### src/rtl/rr_arbiter_8_if.sv
// rr_arbiter_8_if: request/grant bundle between eight requesters and the round-robin arbiter
interface rr_arbiter_8_if;
  logic [7:0] req;
  logic       done;
  logic [7:0] grant;
  logic [2:0] grant_idx;
  logic       grant_valid;
  logic       timeout;
  modport master (output req, done, input grant, grant_idx, grant_valid, timeout);
  modport slave (input req, done, output grant, grant_idx, grant_valid, timeout);
endinterface

### src/rtl/rr_arbiter_8.sv
// rr_arbiter_8: 8-way round-robin arbiter with grant held until done; ARB_TIMEOUT_EN adds forced revoke after MAX_HOLD cycles
module rr_arbiter_8 #(
  parameter int MAX_HOLD = 16
) (
  input logic          clk,
  input logic          rst,
  rr_arbiter_8_if.slave bus
);
  typedef enum logic {IDLE, BUSY} state_t;
  state_t     state, state_n;
  logic [2:0] ptr, ptr_n, idx, idx_n, pick;
  logic [7:0] grant_r;
  logic       tmo_r, expire, go, rel;
`ifdef ARB_TIMEOUT_EN
  logic [7:0] cnt;
  assign expire = (state == BUSY) && !bus.done && (cnt == 8'(MAX_HOLD - 1));
  always_ff @(posedge clk)
    cnt <= (rst || state == IDLE) ? 8'd0 : cnt + 8'd1;
`else
  localparam logic [7:0] unused_hold = 8'(MAX_HOLD);
  assign expire = 1'b0;
`endif
  // scanning downward leaves the candidate closest to ptr as the winner
  always_comb begin
    pick = ptr;
    for (int k = 7; k >= 0; k--)
      if (bus.req[3'(ptr + 3'(k))]) pick = 3'(ptr + 3'(k));
  end
  always_comb begin
    go      = (state == IDLE) && (|bus.req);
    rel     = (state == BUSY) && (bus.done || expire);
    state_n = go ? BUSY : rel ? IDLE : state;
    idx_n   = go ? pick : idx;
    ptr_n   = rel ? idx + 3'd1 : ptr;
  end
  always_ff @(posedge clk) begin
    if (rst) begin
      state   <= IDLE;
      ptr     <= 3'd0;
      idx     <= 3'd0;
      grant_r <= 8'h00;
      tmo_r   <= 1'b0;
    end else begin
      state   <= state_n;
      ptr     <= ptr_n;
      idx     <= idx_n;
      grant_r <= (state_n == BUSY) ? 8'b1 << idx_n : 8'h00;
      tmo_r   <= rel && expire;
    end
  end
  assign bus.grant       = grant_r;
  assign bus.grant_idx   = idx;
  assign bus.grant_valid = (state == BUSY);
  assign bus.timeout     = tmo_r;
endmodule

### src/flat_wrapper.sv
// flat-port wrapper written by rule: the top's interface ports become plain ports
module rr_arbiter_8_flat 
#(
  parameter int MAX_HOLD = 16
)
  (clk, rst, bus_req, bus_done, bus_grant, bus_grant_idx, bus_grant_valid, bus_timeout);
  rr_arbiter_8_if bus_i ();
  input logic clk;
  input logic rst;
  input wire logic [$bits(bus_i.req)-1:0] bus_req;
  input wire logic [$bits(bus_i.done)-1:0] bus_done;
  output wire logic [$bits(bus_i.grant)-1:0] bus_grant;
  output wire logic [$bits(bus_i.grant_idx)-1:0] bus_grant_idx;
  output wire logic [$bits(bus_i.grant_valid)-1:0] bus_grant_valid;
  output wire logic [$bits(bus_i.timeout)-1:0] bus_timeout;
  assign bus_i.req = bus_req;
  assign bus_i.done = bus_done;
  assign bus_grant = bus_i.grant;
  assign bus_grant_idx = bus_i.grant_idx;
  assign bus_grant_valid = bus_i.grant_valid;
  assign bus_timeout = bus_i.timeout;
  rr_arbiter_8 #(.MAX_HOLD(MAX_HOLD)) u_core (.clk(clk), .rst(rst), .bus(bus_i));
endmodule
### config.mk
export PLATFORM = sky130hd
export DESIGN_NAME = rr_arbiter_8_flat
export DESIGN_NICKNAME = d
export VERILOG_FILES = /design/src/rtl/rr_arbiter_8_if.sv /design/src/rtl/rr_arbiter_8.sv /design/src/flat_wrapper.sv
export SDC_FILE = /design/constraint.sdc
export NUM_CORES = 1
export LEC_CHECK = 0
export BUFFER_PORTS_ARGS = -buffer_cell sky130_fd_sc_hd__buf_4
export CORE_MARGIN = 2
export CORE_UTILIZATION = 56
export CTS_CLUSTER_SIZE = 10
export DETAILED_ROUTE_END_ITERATION = 10
export GPL_TIMING_DRIVEN = 1
export PLACE_DENSITY_LB_ADDON = 0.3
export SLEW_MARGIN = 0
export SYNTH_ARGS = -nofsm -noshare
export SYNTH_HDL_FRONTEND = slang
export SYNTH_SLANG_ARGS = --single-unit
### constraint.sdc
create_clock -name clk -period 4.75 [get_ports clk]
set_input_delay 0.475 -clock clk [delete_from_list [all_inputs] [get_ports clk]]
set_output_delay 0.475 -clock clk [all_outputs]
set_load 0.02 [all_outputs]
==> impl_metrics.yaml <==
yosys:
  ys.flop_type: "dfxtp_1"
  synth.distinct_cells: 51
  yosys_warnings: 0
  postSynthCellCount: 168
  syn_area_per_cell_um2: 8.67
  netlist_area_mm2: 0.00146
  ys_async_sr_fraction: 0
  synth_edf_count: 0
  ys_seq_area_frac: 0.206
  ys_ff_latch: 15
  syn_nets: 182
setup_path:
  critPathKind: "reg -> reg"
  crit_path_end_kind: "register"
  arrival_ns: 3.83
  slowest_stage: "dfxtp_1"
  worst_ep_required_time_ns: 4.98
  cp_max_fo: 15
  start_kind: "register"
  crit_chain: "inv_1 > ha_1 > mux4_2 > mux2_2 > o21ai_0 > a31oi_1 > xnor2_1 > a21boi_0 > and3_1"
  cpPeakStageDelay_ns: 0.76
placement:
  place_hpwl_um: 2730
  routabilityCongestion: 0.922
  place.port_buffers: 22
grt:
  grt_max_degree: 25
  grtUsageTotal: 0.276
  grt.overflow.total: 0
  grt_pass1_vias: 1263
  grt_antenna_before_repair: 0
  grt_pass1_wl_um: 6110
finish:
  area_growth_pct: 11.7
  ff_latch_area_um2: 300
  nets: 198
  finish.utilization: 0.657
  drive_above_1_share: 0.273
  n_fill_cell: 214
  diodes: 0
  multi_input_area_mm2: 0.00105
timing:
  max_freq_mhz: 278
  finalMaxSlewViolations: 0
  slew_headroom: 0.466
  skew_ns: 0.00678
  tightest_slew_ns: 0.799
  final.setup.tns_ns: 0
  finalHoldViolCount: 0
  rsz0062_at_grt: "no"
  post-route-min-period_ns: 3.60
  final_min_period_over_clock_period: 0.758
  setup_viol: 0
die:
  boundaryPins: 24
  die_h_um: 55.0
  die_area_mm2: 0.00302
  initial_core_util: 0.588
  num_rows: 18
  core_area_mm2: 0.00248
  die-width_um: 55.0
power_and_ir_drop:
  power_density_mw_per_mm2: 271
  p_leak_uw: 0.000629
  ir_drop_mv: 0.237
hold_path:
  hold_class: "in -> reg"
drt:
  drtIter0Drc: 92
  firstDrtPassIters: 4
  ant_nets: 0
  vias_per_cell: 6.68
  drt-total-wl_um: 3760
  drc_errors: 0
  avgRoutedWirePerCell_um: 17.6
  via_count: 1423
clock_network:
  clock_latency_ns: 0.28
  cts_buffer_depth: 2
  clkSinkCount: 15
  cts-resized-gates: 0
  cts_root_buf: "clkbuf_4"
  hold_buffers: 0
  cts_buffers: 3
  clk_pin_slew_ns: 0.09
  tritoncts: "built"
  h-tree-depth: 1
  cts_setup_buffers: 0
outcome:
  status: "finished clean"
flow_run:
  cap_violations: 0
[layout make-up]
| type | instances | share of cell area |
|---|---|---|
| timing repair buffer | 23 | 0.106 |
| tap | 30 | 0.0231 |
| inverter | 9 | 0.0208 |
| clock buffer | 3 | 0.0138 |
| multi-input combinational | 132 | 0.648 |
| clock inverter | 1 | 0.00308 |
| sequential | 15 | 0.185 |
[final timing paths]
check,from,endpoint,slack [ns],cells after the start
min reg2reg,u_core.bus.grant_idx[0],u_core.ptr[0],0.55,1
max reg2reg,u_core.ptr[0],u_core.bus.grant[0],1.15,9
min,rst,u_core.bus.grant_idx[0],0.43,2
max,u_core.ptr[0],u_core.bus.grant[0],1.15,9
[synthesized netlist by cell type, types with 2 or more instances]
library cell	n	area share
a211oi_1	4	0.021
a21oi_1	13	0.045
a22oi_1	3	0.015
a311oi_1	2	0.012
a31oi_1	3	0.013
and3_1	3	0.013
buf_1	2	0.0052
buf_2	3	0.010
buf_6	2	0.015
clkbuf_1	4	0.010
dfxtp_1	15	0.21
ha_1	3	0.026
inv_1	7	0.018
mux2_2	5	0.039
mux2i_1	7	0.048
mux4_2	9	0.14
nand2_1	11	0.028
nand3_1	2	0.0069
nor2_1	17	0.044
nor2b_1	4	0.017
nor3_1	5	0.017
nor3_2	2	0.014
nor3b_1	2	0.010
nor4_1	4	0.017
nor4bb_1	3	0.021
o21ai_0	4	0.014
or4_1	2	0.010
xnor2_1	3	0.018
xor2_1	2	0.012
[routing by layer]
layer / vias up / routed length (um) / track usage
li1: 670 / - / -
met1: 677 / 1660 / 0.411
met2: 74 / 1790 / 0.437
met3: 2 / 278 / 0.0349
met4: 0 / 24 / 0.0407
met5: - / 0 / 0
[through the flow]
step | instances | power (uW) | cell area (um2) | hold WS [ns] | setup WS (ns)
global route | 213 | 465 | 1630 | 0.433 | 0.894
CTS | 213 | 438 | 1630 | 0.426 | 1.22
finish | 213 | 441 | 1630 | 0.432 | 1.15
floorplan | 168 | 313 | 1460 | 0.611 | 1.28
global placement | 209 | 359 | 1600 | 0.539 | 1.35
detailed placement | 209 | 366 | 1600 | 0.539 | 1.24
[kinds of logic (layout without fill, tap and decap cells)]
logic type,Yosys count,after routing,share of synthesized area
AOI/OAI and AO/OA,43,43,0.221
xor gates and xnor gates,5,5,0.0301
adders and majority gates,3,3,0.0258
buffers and inverters,21,36,0.0696
DFF,15,15,0.206
muxes,21,21,0.226
other,1,1,0.00257
and+or+nand+nor,59,59,0.219
[worst max-delay path: cells and delay by family (launching register included)]
kind | cells | cell delay (ns)
flip-flops | 1 | 0.76
XOR/XNOR | 1 | 0.18
multiplexers | 2 | 0.76
AO/OA/AOI/OAI | 3 | 0.86
buffers and inverters | 1 | 0.21
AND/OR/NAND/NOR | 1 | 0.25
adder cells (fa/ha/maj) | 1 | 0.52
[registers in the layout (all words and copies together), names as in the netlist]
| signal | cells |
|---|---|
| u_core.bus.grant | 8 |
| u_core.bus.grant_idx | 3 |
| u_core.bus.grant_valid | 1 |
| u_core.ptr | 3 |
[layout by cell type (no fill, tap or decap), types with 5 or more instances in the layout]
| master | netlist | final |
|---|---|---|
| mux2i_1 | 7 | 7 |
| mux4_2 | 9 | 9 |
| inv_1 | 7 | 7 |
| nand2_1 | 11 | 11 |
| a21oi_1 | 13 | 13 |
| nor3_1 | 5 | 5 |
| mux2_2 | 5 | 5 |
| nor2_1 | 17 | 17 |
| buf_4 | 1 | 23 |
| dfxtp_1 | 15 | 15 |
[power by group]
part / internal [uW] / switching (uW)
Combinational: 95.1 / 126
Clock: 31.2 / 41.0
Sequential: 136 / 12.7
Total: 262 / 180
No activity file was read; power rests on OpenSTA's default activity.
